==> config.mk <==
export PLATFORM = sky130hd
export DESIGN_NAME = pool_engine
export DESIGN_NICKNAME = d
export VERILOG_FILES = /design/src/rtl/pool_pkg.sv /design/src/rtl/pool_addr_gen.sv /design/src/rtl/pool_engine.sv
export SDC_FILE = /design/constraint.sdc
export NUM_CORES = 1
export LEC_CHECK = 0
export ABC_AREA = 1
export BUFFER_PORTS_ARGS = -buffer_cell sky130_fd_sc_hd__buf_4
export CORE_MARGIN = 2
export CORE_UTILIZATION = 55
export CTS_CLUSTER_DIAMETER = 80
export DETAILED_ROUTE_END_ITERATION = 8
export HOLD_SLACK_MARGIN = 0.1
export PLACE_DENSITY = 0.73
export SYNTH_ARGS = -nofsm -noshare
export SYNTH_HDL_FRONTEND = slang
export SYNTH_HIERARCHICAL = 1
export SYNTH_SLANG_ARGS = --single-unit
==> constraint.sdc <==
create_clock -name clk -period 19.15 [get_ports clk]
set_clock_uncertainty 0.05 [all_clocks]
set_input_delay 3.83 -clock clk [delete_from_list [all_inputs] [get_ports clk]]
set_output_delay 3.83 -clock clk [all_outputs]
set_load 0.05 [all_outputs]
==> src/rtl/pool_pkg.sv <==
// Shared types and helpers for the pooling engine: FSM states, mode encoding
// and the power-of-two window check used by average mode.
package pool_pkg;

  typedef enum logic [2:0] {
    IDLE,
    RD_REQ,
    RD_WAIT,
    ACC,
    WR,
    DONE
  } pool_state_e;

  localparam logic POOL_MAX = 1'b0;
  localparam logic POOL_AVG = 1'b1;

  typedef struct packed {
    logic       is_pow2;
    logic [3:0] shift;
  } pow2_t;

  // Window element count -> shift amount for the average divide.
  function automatic pow2_t log2_pow2(input logic [7:0] v);
    pow2_t r;
    r.is_pow2 = (v != 8'd0) && ((v & (v - 8'd1)) == 8'd0);
    r.shift   = 4'd0;
    for (int i = 0; i < 8; i++) begin
      if (v[i]) r.shift = 4'(i);
    end
    return r;
  endfunction

endpackage

==> src/rtl/pool_addr_gen.sv <==
// Window walker: four nested counters (element column/row inside a window,
// window column/row across the matrix) and the read/write address math.
module pool_addr_gen
  import pool_pkg::*;
#(
  parameter int ADDR_WIDTH = 12,
  parameter int DIM_W      = 8,
  parameter int WIN_W      = 3
) (
  input  logic                  clk,
  input  logic                  rst_n,
  input  logic                  restart,
  input  logic                  step,
  input  logic [ADDR_WIDTH-1:0] rd_base,
  input  logic [ADDR_WIDTH-1:0] wr_base,
  input  logic [DIM_W-1:0]      cols,
  input  logic [DIM_W-1:0]      out_rows,
  input  logic [DIM_W-1:0]      out_cols,
  input  logic [WIN_W-1:0]      win_m,
  input  logic [WIN_W-1:0]      win_n,
  output logic                  last_elem,
  output logic                  last_win,
  output logic [ADDR_WIDTH-1:0] rd_addr,
  output logic [ADDR_WIDTH-1:0] wr_addr
);

  logic [WIN_W-1:0]      wc_i;
  logic [WIN_W-1:0]      wr_i;
  logic [DIM_W-1:0]      out_c;
  logic [DIM_W-1:0]      out_r;
  logic                  last_wc;
  logic                  last_wr;
  logic                  last_oc;
  logic                  last_or;
  logic [ADDR_WIDTH-1:0] row_a;
  logic [ADDR_WIDTH-1:0] col_a;

  assign last_wc   = (wc_i == win_n - WIN_W'(1));
  assign last_wr   = (wr_i == win_m - WIN_W'(1));
  assign last_oc   = (out_c == out_cols - DIM_W'(1));
  assign last_or   = (out_r == out_rows - DIM_W'(1));
  assign last_elem = last_wc && last_wr;
  assign last_win  = last_oc && last_or;

  // Stepping past the final element of a window rolls into the next window;
  // the outermost counter wraps so the block is clean for the next job.
  always_ff @(posedge clk) begin
    if (!rst_n || restart) begin
      wc_i  <= '0;
      wr_i  <= '0;
      out_c <= '0;
      out_r <= '0;
    end else if (step) begin
      if (!last_wc) begin
        wc_i <= wc_i + WIN_W'(1);
      end else begin
        wc_i <= '0;
        if (!last_wr) begin
          wr_i <= wr_i + WIN_W'(1);
        end else begin
          wr_i <= '0;
          if (!last_oc) begin
            out_c <= out_c + DIM_W'(1);
          end else begin
            out_c <= '0;
            out_r <= last_or ? '0 : out_r + DIM_W'(1);
          end
        end
      end
    end
  end

  // All products truncate to ADDR_WIDTH, so addresses wrap modulo the space.
  assign row_a   = ADDR_WIDTH'(out_r) * ADDR_WIDTH'(win_m) + ADDR_WIDTH'(wr_i);
  assign col_a   = ADDR_WIDTH'(out_c) * ADDR_WIDTH'(win_n) + ADDR_WIDTH'(wc_i);
  assign rd_addr = rd_base + row_a * ADDR_WIDTH'(cols) + col_a;
  assign wr_addr = wr_base + ADDR_WIDTH'(out_r) * ADDR_WIDTH'(out_cols) + ADDR_WIDTH'(out_c);

endmodule

==> src/rtl/pool_engine.sv <==
// Max/average pooling engine: one read outstanding at a time, one write per
// window, with start-time configuration checking and done/error pulses.
module pool_engine
  import pool_pkg::*;
#(
  parameter int ADDR_WIDTH = 12,
  parameter int DATA_W     = 8,
  parameter int DIM_W      = 8,
  parameter int MAX_WIN    = 4,
  parameter int WIN_W      = $clog2(MAX_WIN + 1),
  parameter int ACC_W      = DATA_W + 2 * $clog2(MAX_WIN)
) (
  input  logic                  clk,
  input  logic                  rst_n,
  input  logic                  sw_start,
  input  logic [ADDR_WIDTH-1:0] sw_rd_addr,
  input  logic [ADDR_WIDTH-1:0] sw_wr_addr,
  input  logic [DIM_W-1:0]      sw_rows,
  input  logic [DIM_W-1:0]      sw_cols,
  input  logic [WIN_W-1:0]      sw_win_m,
  input  logic [WIN_W-1:0]      sw_win_n,
  input  logic                  sw_mode,
  output logic                  busy,
  output logic                  done,
  output logic                  cfg_err,
  output logic                  rd_req,
  output logic [ADDR_WIDTH-1:0] rd_addr,
  input  logic                  rd_gnt,
  input  logic                  rd_valid,
  input  logic [DATA_W-1:0]     rd_data,
  output logic                  wr_req,
  output logic [ADDR_WIDTH-1:0] wr_addr,
  output logic [DATA_W-1:0]     wr_data,
  input  logic                  wr_gnt
);

  pool_state_e state, state_nxt;

  logic [ADDR_WIDTH-1:0] rd_base_q;
  logic [ADDR_WIDTH-1:0] wr_base_q;
  logic [DIM_W-1:0]      cols_q;
  logic [DIM_W-1:0]      out_rows_q;
  logic [DIM_W-1:0]      out_cols_q;
  logic [WIN_W-1:0]      win_m_q;
  logic [WIN_W-1:0]      win_n_q;
  logic                  mode_q;
  logic [3:0]            shift_q;
  logic [DATA_W-1:0]     rd_data_q;
  logic signed [ACC_W-1:0] acc;
  logic signed [ACC_W-1:0] elem_ext;
  logic signed [ACC_W-1:0] avg_res;
  logic                  win_first;

  pow2_t                 win_pow2;
  logic                  cfg_ok;
  logic                  start_ok;
  logic                  start_bad;
  logic                  step;
  logic                  last_elem;
  logic                  last_win;
  logic [ADDR_WIDTH-1:0] gen_rd_addr;
  logic [ADDR_WIDTH-1:0] gen_wr_addr;

  assign win_pow2 = log2_pow2(8'(sw_win_m) * 8'(sw_win_n));
  assign cfg_ok   = (sw_win_m != '0) && (sw_win_n != '0)
                 && (sw_win_m <= WIN_W'(MAX_WIN)) && (sw_win_n <= WIN_W'(MAX_WIN))
                 && (sw_rows >= DIM_W'(sw_win_m)) && (sw_cols >= DIM_W'(sw_win_n))
                 && ((sw_mode == POOL_MAX) || win_pow2.is_pow2);
  assign start_ok  = (state == IDLE) && sw_start && cfg_ok;
  assign start_bad = (state == IDLE) && sw_start && !cfg_ok;

  // The final element of a window does not step; the write still needs that
  // window's coordinates, so the walk advances on the write grant instead.
  assign step = ((state == ACC) && !last_elem) || ((state == WR) && wr_gnt);

  pool_addr_gen #(
    .ADDR_WIDTH(ADDR_WIDTH),
    .DIM_W     (DIM_W),
    .WIN_W     (WIN_W)
  ) u_addr_gen (
    .clk      (clk),
    .rst_n    (rst_n),
    .restart  (start_ok),
    .step     (step),
    .rd_base  (rd_base_q),
    .wr_base  (wr_base_q),
    .cols     (cols_q),
    .out_rows (out_rows_q),
    .out_cols (out_cols_q),
    .win_m    (win_m_q),
    .win_n    (win_n_q),
    .last_elem(last_elem),
    .last_win (last_win),
    .rd_addr  (gen_rd_addr),
    .wr_addr  (gen_wr_addr)
  );

  // NOTE: sequential state uses non-blocking assignments so every register
  // samples the pre-edge values of the others, independent of block order.
  always_ff @(posedge clk) begin
    if (!rst_n) state <= IDLE;
    else        state <= state_nxt;
  end

  always_comb begin
    state_nxt = state;
    unique case (state)
      IDLE:    if (start_ok) state_nxt = RD_REQ;
      RD_REQ:  if (rd_gnt) state_nxt = RD_WAIT;
      RD_WAIT: if (rd_valid) state_nxt = ACC;
      ACC:     state_nxt = last_elem ? WR : RD_REQ;
      WR:      if (wr_gnt) state_nxt = last_win ? DONE : RD_REQ;
      DONE:    state_nxt = IDLE;
      default: state_nxt = IDLE;
    endcase
  end

  assign elem_ext = {{(ACC_W - DATA_W){rd_data_q[DATA_W-1]}}, rd_data_q};
  assign avg_res  = acc >>> shift_q;

  // NOTE: every output gets a default before the case, so no path through
  // this block can leave a signal unassigned and infer a latch.
  always_comb begin
    busy    = 1'b0;
    done    = 1'b0;
    rd_req  = 1'b0;
    wr_req  = 1'b0;
    rd_addr = '0;
    wr_addr = '0;
    wr_data = '0;
    unique case (state)
      RD_REQ: begin
        busy    = 1'b1;
        rd_req  = 1'b1;
        rd_addr = gen_rd_addr;
      end
      RD_WAIT, ACC: busy = 1'b1;
      WR: begin
        busy    = 1'b1;
        wr_req  = 1'b1;
        wr_addr = gen_wr_addr;
        wr_data = (mode_q == POOL_AVG) ? avg_res[DATA_W-1:0] : acc[DATA_W-1:0];
      end
      DONE:    done = 1'b1;
      default: ;
    endcase
  end

  always_ff @(posedge clk) begin
    if (!rst_n) begin
      rd_base_q  <= '0;
      wr_base_q  <= '0;
      cols_q     <= '0;
      out_rows_q <= '0;
      out_cols_q <= '0;
      win_m_q    <= '0;
      win_n_q    <= '0;
      mode_q     <= POOL_MAX;
      shift_q    <= '0;
      rd_data_q  <= '0;
      acc        <= '0;
      win_first  <= 1'b0;
      cfg_err    <= 1'b0;
    end else begin
      cfg_err <= start_bad;
      if (start_ok) begin
        rd_base_q  <= sw_rd_addr;
        wr_base_q  <= sw_wr_addr;
        cols_q     <= sw_cols;
        out_rows_q <= sw_rows / DIM_W'(sw_win_m);
        out_cols_q <= sw_cols / DIM_W'(sw_win_n);
        win_m_q    <= sw_win_m;
        win_n_q    <= sw_win_n;
        mode_q     <= sw_mode;
        shift_q    <= win_pow2.shift;
        win_first  <= 1'b1;
      end
      if ((state == RD_WAIT) && rd_valid) rd_data_q <= rd_data;
      if (state == ACC) begin
        win_first <= 1'b0;
        if (win_first)                acc <= elem_ext;
        else if (mode_q == POOL_AVG)  acc <= acc + elem_ext;
        else if (elem_ext > acc)      acc <= elem_ext;
      end
      if ((state == WR) && wr_gnt) win_first <= 1'b1;
    end
  end

endmodule

Yosys cells after proc, flatten, opt, wreduce, memory -nomap -nowiden
Index checks and enable logic that the tools add are counted.

operators by class
  $add $sub $neg = 16
  $mul = 5
  divide/modulo/power cells = 2
  $lt $le $gt $ge = 5
  eq/ne operators = 13
  shifts and indexed selects = 1
  muxes and demuxes = 30
  bitwise gates (word level) = 2
  reductions and logical operators = 34

operators by type and width
  cell                 count
  $mux 12              5
  $add 12x12->12       3
  $mux 8               4
  $add 11x3->12        2
  $add 12x8->12        2
  $mux 3               8
  $mul 8x3->11         2
  $add 8x1->8 const B  2
  $div 8x3->8          2
  $eq 8x8->1           2
  $ge 8x3->1           2
  $sub 8x1->8 const B  2
  $logic_and 1x1->1    15
  $pmux 3 s5           1
  $gt 8x12->1          1
  $mul 12x8->12        1
  $mul 8x8->12         1
  $reduce_bool 3->1    4
  $sshr 12x4->8        1
  $and 6x8->8          1
  $logic_not 8->1      1
  $mux 1               8
  $mux 4               2
  $reduce_and 4->1     2
  20 further kinds     34

storage, ports and cells
  register bits after elaboration = 106
  latch bits = 0
  bits in writable memories = 0
  ROM bits = 0
  input bits = 61
  output and inout port bits = 37
  word-level logic and storage cells = 126
  memories = 0

Longest topological paths before layout
Gate-level depths: netlist of run 1.

  depth after elaboration = 11
  gate-level depth with buffers = 67
  mapped depth without buffers = 67

Hierarchy
The synthesis of run 1 kept the hierarchy.

by module, submodules not included
  module         times used  cells an instance  area an instance (µm²)  seq. area each (µm²)
  pool_addr_gen  1           1121               8169.1                  440.4
  pool_engine    1           1118               7283.2                  1661.6

Worst setup path after synthesis of run 1
Ideal clock, no wire load.

  path kind = input to register
  start point = input sw_win_n[0]
  end point = register out_cols_q[0]
  library setup time = 119 ps
  arrival = 11321 ps
  data required time = 18981 ps
  path slack = 7660 ps
  stages = 65
  path buffers = 0
  cell sequence = inv_1 > ha_1 > nand2_1 > nand2_2 > inv_1 > ha_1 > nand2_1 > nand3_1 > nand2_2 > nand2_1 > nand2_1 > ha_1 > nand2_1 > nand2_1 > nand2_1 > nand3_1 > nand2_1 > nand2_1 > [29 not listed] > inv_1 > nor2_1 > nand3_2 > nor2_1 > o21ai_2 > nand2_1 > o21ai_2 > ha_1 > o21ai_0 > nand2_1 > a21oi_1 > nand2_1 > nor2_1 > nand2_1 > inv_1 > nand2_1 > nor2_1 > a21oi_1

between the ends
  cells in the longest elaborated chain, start to end = 8
  elaborated cells on any way between the ends = 18
  classes of those cells = 1 x add/sub; 1 x mul; 1 x div; 2 x order compare; 1 x bitwise; 12 x reduce/logical

ends and longest elaborated chain
  element                                              RTL line            source
  start: declaration                                   pool_engine.sv:21   input logic [WIN_W-1:0] sw_win_n,
  branches (longest 8 deep; another with $div 8x3->8)  -
  end signal: assignment                               pool_engine.sv:171  out_cols_q <= sw_cols / DIM_W'(sw_win_n);
  end: declaration                                     pool_engine.sv:43   logic [DIM_W-1:0] out_cols_q;

Parallel ways; which one is timed is not known.
A chain may end at the register's enable or synchronous reset.

Worst setup path in the final report of run 1
Same ends and word-level chain as after synthesis.

==> impl_metrics.ini, run 1 <==
[run_status]
status = finished, final reports clean

[yosys]
ys_ff_latch = 105
syn_nets = 2592
yosysTopAreaCellShare_pct = 16.7
ys.warnings.count = 6
ys_seq_area_share_pct = 13.6
synth_edf_count = 0
yosys.cell_count.top_type = nand2_1
yosys.cell_types.count = 64
yosys-top-cells-area = fa_1 (17%), dfxtp_1 (14%), ha_1 (13%)
synth_top_area_cell = fa_1
synth_ff_type = dfxtp_1
syn_area_per_cell_um2 = 6.90
syn-cell-area_um2 = 15500
ys_async_sr_fraction_pct = 0
synth_common_cells = nand2_1 (533), inv_1 (456), ha_1 (163), a21oi_1 (135), fa_1 (129)
syn_inst = 2239

[worst_setup_path]
critPathMostFrequentCell = nand2_1
rrSetupSlack_ns = 15.64
crit_required_ns = 19.36
r2r-end = u_addr_gen/out_c[7]
start_kind = primary input
reg2reg_depth = 15
crit_path_top_delay_cell = ha_1
critPathMaxStageDelay_ns = 0.34
cp_max_fo = 9
critPathArrivalTime_ns = 12.53
worstSetupPathType = primary input to flip-flop
worstSetupEndpointType = flip-flop
timing.rr.start = win_m_q[0]

[detailed_routing]
drc = 0
vias_per_cell = 5.22
vias = 13900
drt_iter0_drc = 850
post_drt_wl_per_cell_um = 14.6
drt_pass1_iterations = 5
antenna_left = 0
postRouteWirelength_um = 38900

[power_and_ir_drop]
ir_drop_v = 0.0000975
cellLeakagePower_nw = 8.84
internal_power_mw = 0.574
pwr-share-seq_pct = 23.9
p_sw_mw = 0.557
pwr-share-clk_pct = 16.6
pwr_density_cell_nw_per_um2 = 68.0
p_total_mw = 1.13
switching_share_pct = 49.2
combinationalPowerShare_pct = 59.5

[worst_hold_path]
hp-class = flip-flop to flip-flop
hold_start = wr_base_q[5]
whs_endpoint = wr_base_q[5]
worstHoldPathCells = 2

[die]
dieWidth_um = 172
die-area_um2 = 29500
io_pins = 98
start_util_pct = 55.8
core_area_um2 = 27700
fp.dieH_um = 172
row_count = 61

[placement]
port_buffers = 97
gp_congestion = 0.895
placed_area_um2 = 16400
dpl.hpwl_um = 31400

[global_routing]
grt_usage_pct = 27.2
grt_pass1_wl_um = 64700
grt_antenna_before_repair = 0
grt-ovfl-total = 0
grt_pass1_vias = 13600
grt_max_degree = 66

[clock_tree]
ctsHoldBuffers = 0
cts_buffer_depth = 2
htree_levels = 3
cts_resized = 0
clk_pin_slew_worst_paths_ns = 0.08
cts_tree = done
cts_root_buffer = clkbuf_16
clock-sinks = 105
clock_latency_ns = 0.36
cts_buffers = 9
cts_setup_buffers = 0

[final_layout]
fin_area_um2 = 16600
nets = 2629
antennaDiodeCount = 0
area_growth_pct = 7.66
drive_gt1_share_pct = 9.51

[timing]
rsz0062_at_grt = false
setup_viol = 0
setup_tns_ns = 0
hold_violations = 0
fmax_ghz = 0.0811
holdWs_ns = 0.421
fin_crit_sh_pct = 64.4
worst_slew_pin_slew_ns = 0.864
slew_headroom_pct = 42.3
slew_violations = 0
period_minus_slack_ns = 12.33

[job]
maxCapViolCount = 0
final cells by class:
type                    count  area, um^2
multi-input cells        1592       11300
fillers                  2599       11100
flip-flops and latches    105        2100
inverters                 468        1760
repair buffers            100         751
well taps                 378         473
clock buffers               9         225
clock inverters             7        58.8
metal layers:
metal	up-vias	share of wire, %	wire length [um]	GRT usage [%]
li1	7025	-	-	-
met5	-	0	0	0
met4	0	1.5	594	5.82
met1	6530	46	17800	35.9
met2	295	49	18900	48.5
met3	38	4.0	1580	2.07
power by group through the flow:
stage	Combinational, mW	Sequential [mW]	Clock (mW)
after global placement	0.656	0.274	0
final	0.673	0.271	0.188
after global routing	0.764	0.274	0.200
after detailed placement	0.667	0.275	0
after CTS	0.672	0.270	0.191
after floorplan	0.552	0.254	0
layout by cell type (no fill, tap or decap), types with 6 or more instances in the layout:
cell | Yosys | routed
nand2_1 | 533 | 533
inv_1 | 456 | 456
ha_1 | 163 | 163
a21oi_1 | 135 | 135
fa_1 | 129 | 129
nor2_1 | 127 | 127
dfxtp_1 | 105 | 105
o21ai_0 | 104 | 104
buf_4 | 5 | 100
nand3_1 | 89 | 89
xor2_1 | 53 | 53
xnor2_1 | 41 | 41
nand4_1 | 26 | 26
nor3_1 | 20 | 20
nand2_2 | 19 | 19
nand3_2 | 12 | 12
inv_2 | 10 | 10
nor2_2 | 11 | 10
a31oi_1 | 10 | 10
a211oi_1 | 9 | 9
clkbuf_16 | 0 | 9
o211ai_1 | 8 | 8
a21o_1 | 7 | 7
or2_2 | 7 | 7
o21ai_2 | 7 | 7
nand2_4 | 7 | 7
o21ai_1 | 6 | 6
cell families (layout without fill, tap and decap cells):
family / Yosys count / after routing / synth area share (%)
multiplexers: 3 / 3 / 0.194
AND/OR/NAND/NOR: 890 / 890 / 25.9
AO/OA/AOI/OAI: 312 / 312 / 11.4
XOR/XNOR: 95 / 95 / 5.43
buffers and inverters: 542 / 584 / 13.5
flip-flops: 105 / 105 / 13.6
adder cells (fa/ha/maj): 292 / 292 / 29.9
through the flow:
stage | utilization, % | setup slack, ns | std cells
after CTS | 60.0 | 6.83 | 2659
after global placement | 59.0 | 6.93 | 2643
final | 60.0 | 6.82 | 2659
after detailed placement | 59.0 | 6.50 | 2643
after global routing | 60.0 | 5.92 | 2659
after floorplan | - | 7.66 | 2239
registers in the layout, indices dropped and copies added (netlist names), 8 cells and up:
name	flops
acc	12
u_addr_gen/out_c	8
out_cols_q	8
rd_base_q	12
rd_data_q	8
out_rows_q	8
cols_q	8
u_addr_gen/out_r	8
wr_base_q	12
worst max-delay path, delay by kind of cell:
family	cells	cell delay [ns]
and+or+nand+nor	35	3.51
adders and majority gates	8	2.42
AOI/OAI and AO/OA	14	1.94
buffers and inverters	9	0.79
worst max path at each step:
stage,from,end,slack [ns],cells past startpoint
floorplan,sw_win_n[0],out_cols_q[0],7.66,65
global placement,sw_win_n[0],out_cols_q[0],6.93,66
detailed placement,sw_win_n[0],out_cols_q[0],6.50,66
CTS,sw_win_n[0],out_cols_q[0],6.83,66
global route,sw_win_n[0],out_cols_q[0],5.92,66
finish,sw_win_n[0],out_cols_q[0],6.82,66
No activity file was read; power rests on OpenSTA's default activity.
==> run 2: changes to the inputs <==
ABC_AREA = 0   (was 1)
PLACE_DENSITY = 0.76   (was 0.73)
clock period = 11 ns   (was 19.15 ns; I/O delays follow)
==> run 2 against run 1 <==
The run now ends with setup timing left. Clock power increased by 82%. Hold slack gained 0.027 ns. Routed wire length is 4.3% lower. Core utilization increased by 4.7 points. Via count down 7.7%. Worst setup slack worse by 6.8 ns. Die area down 4.6%. Cell area up 1.7%. Non-clock buffer count rose by 81. Area after synthesis decreased by 4.7%. Combinational power is 62% higher. Critical endpoint unchanged. Highest routed layer unchanged.
==> impl_metrics.ini, run 2 <==
[run_status]
status = complete, but fails checks
failed_checks = setup timing

[timing]
fin_crit_sh_pct = 100
period_minus_slack_ns = 11.01
slew_headroom_pct = 22.2
rsz0062_at_grt = true
holdWs_ns = 0.448
setup_tns_ns = -0.00793
fin_ws_ns = -0.00793
hold_violations = 0
setup_viol = 1
fmax_ghz = 0.0908
slew_violations = 0
worst_slew_pin_slew_ns = 1.16

[worst_setup_path]
crit_family = compound AO/OA/AOI/OAI gates
start_kind = primary input
crit_path_top_delay_cell = or4b_4
rrSetupSlack_ns = 6.36
critPathMostFrequentCell = ha_4
crit_buf_inv = 4
worstSetupEndpointType = flip-flop
critPathArrivalTime_ns = 11.20
crit_required_ns = 11.19
cp_max_fo = 5
worstSetupPathType = primary input to flip-flop
critPathMaxStageDelay_ns = 0.60

[power_and_ir_drop]
cellLeakagePower_nw = 7.64
pwr_density_cell_nw_per_um2 = 112
p_total_mw = 1.89
ir_drop_v = 0.0000928

[clock_tree]
cts_buffers = 9
cts_tree = done
clock_latency_ns = 0.37
clk_pin_slew_worst_paths_ns = 0.09
htree_levels = 3
cts_buffer_depth = 2
cts_root_buffer = clkbuf_16
clock-sinks = 105
ctsHoldBuffers = 0

[detailed_routing]
post_drt_wl_per_cell_um = 16.6
drt_iter0_drc = 751
drt_pass1_iterations = 6
drc = 0
antenna_left = 0
vias_per_cell = 5.71
vias = 12800
postRouteWirelength_um = 37200

[yosys]
synth_edf_count = 0
synth_common_cells = inv_1 (254), nand2_1 (165), ha_1 (163), nor2_1 (155), fa_1 (129)
ys.warnings.count = 6
synth_ff_type = dfxtp_1
yosys.cell_types.count = 88
ys_ff_latch = 105
synth_top_area_cell = fa_1
syn_nets = 2151
syn_inst = 1798
ys_seq_area_share_pct = 14.3
yosys-top-cells-area = fa_1 (18%), dfxtp_1 (14%), ha_1 (14%)
syn-cell-area_um2 = 14700
yosys.cell_count.top_type = inv_1
yosysTopAreaCellShare_pct = 17.5
ys_async_sr_fraction_pct = 0
syn_area_per_cell_um2 = 8.19

[die]
row_count = 59
start_util_pct = 56.3
dieWidth_um = 168
io_pins = 98
die-area_um2 = 28100
fp.dieH_um = 168
core_area_um2 = 26100

[placement]
post-place-ws_ns = -0.419
gp_congestion = 0.911
dpl.hpwl_um = 29000
placed_area_um2 = 16300
port_buffers = 97
dp_cells = 2218

[global_routing]
grt_pass1_wl_um = 61800
grt_pass1_vias = 12900
grt_antenna_before_repair = 0
grt_usage_pct = 26.7
grt_max_degree = 49
grt-ovfl-total = 0

[final_layout]
fin_util_pct = 64.7
multiInputGateArea_um2 = 11800
antennaDiodeCount = 0
final_common_cell = inv_1
ff_latch_area_um2 = 2100
fillers = 2252
stdcell_count = 2245
fin_area_um2 = 16900
drive_gt1_share_pct = 15.4
area_growth_pct = 14.9
largest_registers = acc (12), rd_base_q (12), wr_base_q (12)
nets = 2258
final_cell_mix = inv_1 (251), buf_4 (179), nand2_1 (164)

[worst_hold_path]
hp-class = flip-flop to flip-flop

[job]
maxCapViolCount = 0
## run 2: cell types whose count changed in the layout (fill, tap and decap cells not counted), sizes merged, moves of 19 or more
cell   change
nand3     -88
o21a      +20
nand2    -394
and2      +76
nand4     -19
xnor2     +37
and3      +19
inv      -214
o21ai     -53
a21oi     -54
buf       +81
mux2i     +76
xor2      -30
## run 2: worst reg2reg max path: stages, from the launching register on
cell and delay [ns]:
dfxtp_1 0.70, inv_1 0.11, ha_1 0.21, xor2_1 0.16, xnor2_1 0.15, and3_1 0.28
and2_1 0.22, o21ai_0 0.77, nand3_1 0.33, or4b_4 0.66, or2_4 0.29, or3_1 0.36
a21oi_1 0.22
## run 2: what timing repair did
action,4_1_cts,5_1_grt
resized for setup,8,40
buffers inserted,3,8
hold endpoints to repair,0,0
endpoints found under the setup margin,2,3
pin swaps,3,27
## run 2: worst paths after layout
| kind | startpoint | to | cells after the start |
|---|---|---|---|
| hold reg to reg | rd_base_q[6] | rd_base_q[6] | 2 |
| setup reg to reg | win_n_q[1] | u_addr_gen/out_r[7] | 12 |
| hold / removal | rd_base_q[6] | rd_base_q[6] | 2 |
| setup / recovery | sw_win_n[0] | out_cols_q[0] | 49 |
## run 2: power breakdown
group	leakage (nW)	switching, mW	internal, mW
clock network	0.150	0.179	0.163
logic	6.64	0.558	0.529
registers	0.849	0.0540	0.405
total	7.64	0.791	1.10
## run 2: cell families after synthesis
kind of cell,count (synthesis),synth area share (%)
AND/OR/NAND/NOR,570,19.4
buffers and inverters,340,8.86
adder cells (fa/ha/maj),293,31.5
AO/OA/AOI/OAI,292,12.9
flip-flops,105,14.3
XOR/XNOR,103,6.22
multiplexers,95,6.83
## run 2: area by class of cell
type                            count  area share, %
Multi-Input combinational cell   1353           69.5
Sequential cell                   105           12.4
Timing Repair Buffer              181           8.10
Inverter                          255           5.70
Tap cell                          335           2.48
Clock buffer                        9           1.33
Clock inverter                      7          0.481
## run 2: metal layers
| metal | global-route usage, % | wire [um] |
|---|---|---|
| met5 | 0 | 0 |
| met3 | 3.50 | 2070 |
| met1 | 35.0 | 16000 |
| met4 | 8.66 | 1040 |
| met2 | 45.8 | 18100 |
